**config.mk**
```make
export PLATFORM = sky130hd
export DESIGN_NAME = spi_master_ctrl
export DESIGN_NICKNAME = d
export VERILOG_FILES = /design/src/rtl/spi_master_ctrl.sv
export SDC_FILE = /design/constraint.sdc
export NUM_CORES = 1
export LEC_CHECK = 0
export CORE_ASPECT_RATIO = 1.25
export CORE_MARGIN = 8
export CORE_UTILIZATION = 40
export DETAILED_ROUTE_END_ITERATION = 10
export PLACE_DENSITY = 0.73
export SLEW_MARGIN = 25
export SYNTH_ARGS = -nofsm -noshare
export SYNTH_HDL_FRONTEND = slang
export SYNTH_SLANG_ARGS = --single-unit
export TNS_END_PERCENT = 1
```
**constraint.sdc**
```tcl
create_clock -name clk -period 2.11 [get_ports clk]
set_input_delay 0.5275 -clock clk [delete_from_list [all_inputs] [get_ports clk]]
set_output_delay 0.5275 -clock clk [all_outputs]
set_load 0.005 [all_outputs]
```
**src/rtl/spi_master_ctrl.sv**
```systemverilog
// spi_master_ctrl: SPI initiator turning one {cmd,wdata} handshake into one SS_n-low frame
// Ports:
//   clk, rst_n            clock, synchronous active-low reset
//   cmd_valid/cmd_ready   command handshake; cmd_ready is high only in IDLE
//   cmd[1:0], wdata[7:0]  00 wr addr, 01 wr data, 10 rd addr, 11 rd data; payload byte
//   rsp_valid, rsp_data   one-cycle pulse with the byte read on MISO (data holds until next read)
//   busy                  high from accept until the end of the inter-frame gap
//   SS_n, MOSI, MISO      SPI pins; SS_n and MOSI are registered, MSB first
module spi_master_ctrl #(
   parameter int RD_LAT = 2,
   parameter int GAP    = 1
) (
   input  logic       clk,
   input  logic       rst_n,
   input  logic       cmd_valid,
   output logic       cmd_ready,
   input  logic [1:0] cmd,
   input  logic [7:0] wdata,
   output logic       rsp_valid,
   output logic [7:0] rsp_data,
   output logic       busy,
   output logic       SS_n,
   output logic       MOSI,
   input  logic       MISO
);
   typedef enum logic [2:0] {S_IDLE, S_START, S_SHIFT, S_WAIT, S_RECV, S_END} state_t;
   localparam logic [3:0] LAT_M1 = 4'(RD_LAT - 1);
   localparam logic [3:0] GAP_M1 = 4'(GAP - 1);
   state_t     st, nst;
   logic [3:0] cnt, ncnt;
   logic [9:0] frame, nframe;
   logic [7:0] sh, nsh, nrd;
   logic       nss, nmosi, nrv, nbusy;
   assign cmd_ready = (st == S_IDLE);
   always_ff @(posedge clk) begin
      if (!rst_n) begin
         st        <= S_IDLE;
         cnt       <= '0;
         frame     <= '0;
         sh        <= '0;
         SS_n      <= 1'b1;
         MOSI      <= 1'b0;
         rsp_valid <= 1'b0;
         rsp_data  <= '0;
         busy      <= 1'b0;
      end else begin
         st        <= nst;
         cnt       <= ncnt;
         frame     <= nframe;
         sh        <= nsh;
         SS_n      <= nss;
         MOSI      <= nmosi;
         rsp_valid <= nrv;
         rsp_data  <= nrd;
         busy      <= nbusy;
      end
   end
   // Outputs are computed one cycle ahead so SS_n/MOSI come straight from flops.
   always_comb begin
      nst    = st;
      ncnt   = cnt;
      nframe = frame;
      nsh    = sh;
      nss    = SS_n;
      nmosi  = MOSI;
      nrv    = 1'b0;
      nrd    = rsp_data;
      nbusy  = busy;
      case (st)
         S_IDLE: if (cmd_valid) begin
            nst    = S_START;
            nframe = {cmd, wdata};
            nss    = 1'b0;
            nmosi  = cmd[1];
            nbusy  = 1'b1;
         end
         S_START: begin
            nst   = S_SHIFT;
            ncnt  = 4'd9;
            nmosi = frame[9];
         end
         S_SHIFT: if (cnt != 4'd0) begin
            ncnt  = cnt - 4'd1;
            nmosi = frame[ncnt];
         end else begin
            nmosi = 1'b0;
            if (frame[9:8] != 2'b11) begin
               nst  = S_END;
               nss  = 1'b1;
               ncnt = GAP_M1;
            end else if (RD_LAT == 0) begin
               nst  = S_RECV;
               ncnt = 4'd7;
            end else begin
               nst  = S_WAIT;
               ncnt = LAT_M1;
            end
         end
         S_WAIT: if (cnt != 4'd0) ncnt = cnt - 4'd1;
         else begin
            nst  = S_RECV;
            ncnt = 4'd7;
         end
         S_RECV: begin
            nsh = {sh[6:0], MISO};
            if (cnt != 4'd0) ncnt = cnt - 4'd1;
            else begin
               nst  = S_END;
               nss  = 1'b1;
               ncnt = GAP_M1;
               nrd  = nsh;
               nrv  = 1'b1;
            end
         end
         S_END: if (cnt != 4'd0) ncnt = cnt - 4'd1;
         else begin
            nst   = S_IDLE;
            nbusy = 1'b0;
         end
         default: nst = S_IDLE;
      endcase
   end
endmodule
```
==> flow_summary.toml <==
[status]
outcome = "finished, final reports clean"

[final_layout]
drive_above_1_share_pct = 9.16
fin_area_sq_um = 2200
final_net_count = 266
post-route-util_pct = 50.8
seq_area_sq_um = 721
nFillCells = 455
multi_input_area_sq_um = 952
num_antenna_cells = 0
area_growth_syn_to_layout_pct = 23.6

[clocking]
clk_path_buf_depth = 2
cts-buffers-inserted = 5
clkLatencyLatePin_ns = 0.28
cts_tree = "yes"
ctsHoldBuffers = 0
root_buffer = "clkbuf_8"
clk_pin_slew_ns = 0.07
clkSinkCount = 36
cts_max_level = 2

[sta]
finClkSkew_ns = 0.00548
grt_setup_unrepaired = "no"
final-setup-viol-count = 0
slew_headroom_pct = 65.1
slew_viol_final = 0
worstMarginPinSlew_ns = 0.521
setup_ws_ns = 0.117
max_freq_mhz = 502
min_period_over_period_pct = 94.5
finalHoldViolations = 0
fin_setup_tns_ns = 0
min_period_ns = 1.99

[place]
dp_hpwl_mm = 3.13
place_congestion = 0.908
dp_slack_ns = 0.201
place.port_buffers = 26
dpl_cell_area_sq_um = 2110

[critical_path]
reg2reg_slack_ns = 0.16
arrival_ns = 1.47
start_kind = "register"
critPathRequiredTime_ns = 1.58
path_max_fanout = 8
rr_worst_depth = 6
criticalPathCategory = "reg2out"
setup.worst_path.end_class = "output port"

[synth]
yosys-top-cells-area = "dfxtp_1 41%, nand2_1 11%, a21oi_1 8.7%, nand3_1 2.3%, o21ai_0 2.0%"
ys_ff_latch = 36
yosysMostFrequentCell = "nand2_1"
syn_area_sq_um = 1780
yosys_most_used_dff = "dfxtp_1"
avgSynthCellArea_sq_um = 7.97
synth-edff-count = 0
synth_top_area_cell = "dfxtp_1"
netlist_top_cells_count = "52 x nand2_1, 36 x dfxtp_1, 31 x a21oi_1, 8 x nand3_1, 8 x nor2_1"
seq_area_frac_synth_pct = 40.6
synth_cells = 223
async_reset_ff_share_pct = 0
ys_warn_count = 0
synth_top_cell_area_share_pct = 40.6
synth_nets = 239
synth.distinct_cells = 55

[floorplan]
die_h_um = 90.5
core_sq_um = 4320
floorplan.rows = 27
dieArea_sq_um = 6840
start_util_pct = 41.1
io_pins = 27
die_w_um = 75.6

[min_path]
hp-class = "reg2reg"
min_path_cells = 2

[grt]
grt_pass1_vias = 1568
grt_use_total_pct = 13.4
antenna_found_initial = 0
grt-ovfl-total = 0
grt_max_degree = 20
grt_pass1_wl_mm = 7.31

[flow_run]
maxCapViolCount = 0

[routing]
dr.first_iter.drc_count = 131
drc = 0
postRouteAntennaNets = 0
drt_pre_antenna_iters = 4
routed_via_density = 5.48
finalWirelength_mm = 4.33
wl_per_cell_um = 14.0
vias = 1694

[power]
cellLeakagePower_nw = 0.760
ir_drop_mv = 0.616
power.density_nw_per_um2 = 1210
[state kept, by name, indices dropped and copies added, names as in the netlist]
register and flops:
frame 10, st 3, cnt 4, SS_n 1, busy 1, rsp_valid 1, rsp_data 8, sh 7
MOSI 1
[power breakdown]
part	total, mW	switching (mW)	leakage [nW]	internal, mW
Clock	0.475	0.239	0.0424	0.236
Sequential	0.890	0.105	0.293	0.785
Combinational	1.30	0.739	0.424	0.563
[per-layer routing]
layer,vias up,GRT usage (%),wire length (um)
li1,842,-,-
met1,780,16.4,1900
met2,56,20.6,2040
met3,16,4.44,277
met4,0,5.79,103
met5,-,0,0
[cell type report]
| cell class | instances | area share (%) |
|---|---|---|
| clock buffers | 7 | 3.48 |
| clock inverters | 1 | 0.399 |
| inverters | 8 | 1.37 |
| multi-input cells | 163 | 43.4 |
| flip-flops and latches | 36 | 32.8 |
| well taps | 58 | 3.30 |
| repair buffers | 36 | 15.3 |
[final timing paths]
| check | from | to |
|---|---|---|
| setup reg to reg | cnt[1]$_SDFFE_PN0P_ | MOSI$_SDFFE_PN0P_ |
| hold / removal | frame[2]$_SDFFE_PN0P_ | frame[2]$_SDFFE_PN0P_ |
| setup / recovery | st[1]$_SDFFE_PN0P_ | cmd_ready |
| hold reg to reg | frame[2]$_SDFFE_PN0P_ | frame[2]$_SDFFE_PN0P_ |
[kinds of logic (layout without fill, tap and decap cells)]
group                    Yosys count  count (layout)  share of synthesized area [%]
multiplexers                       4               4                           3.94
buffers and inverters             24              52                           6.13
flip-flops                        36              36                           40.6
AND/OR/NAND/NOR                   88              88                           23.9
XOR/XNOR                           2               2                          0.986
adder cells (fa/ha/maj)            2               2                           1.41
AO/OA/AOI/OAI                     67              67                           23.0
[cells in the final DEF, fill, tap and decap left out, types with 2 or more instances in the layout]
master           synthesis  final
clkbuf_1                 7      2
ha_1                     2      2
o21ai_1                  4      4
dfxtp_1                 36     36
buf_4                    1     10
o21ai_0                  7      7
o32ai_1                  2      2
o31ai_1                  2      2
nor2b_1                  4      4
clkdlybuf4s50_1          0     26
nor2_1                   8      8
o31a_1                   3      3
nand2_1                 52     52
inv_1                    7      7
clkbuf_8                 0      5
a21oi_1                 31     31
nor3b_2                  2      2
a31oi_1                  4      4
nand3_1                  8      8
[per-stage QoR]
step | instances | hold slack (ns) | power, mW
3_5_place_dp | 301 | 0.447 | 2.18
2_1_floorplan | 223 | 0.432 | 1.82
5_1_grt | 309 | 0.479 | 2.86
6_report | 309 | 0.454 | 2.67
4_1_cts | 309 | 0.457 | 2.67
3_3_place_gp | 301 | 0.443 | 2.16
[worst max-delay path, cell delays in order (launching register included)]
cell,delay [ns]
dfxtp_1,0.39
nor3_2,0.25
clkdlybuf4s50_1,0.54
[what timing repair did]
item | 4_1_cts | 5_1_grt
hold endpoints to repair | 0 | 0
setup endpoints to repair | 1 | 0
buffers inserted | 0 | 0
gates resized for setup | 1 | 0
(Power assumes the default switching activity.)
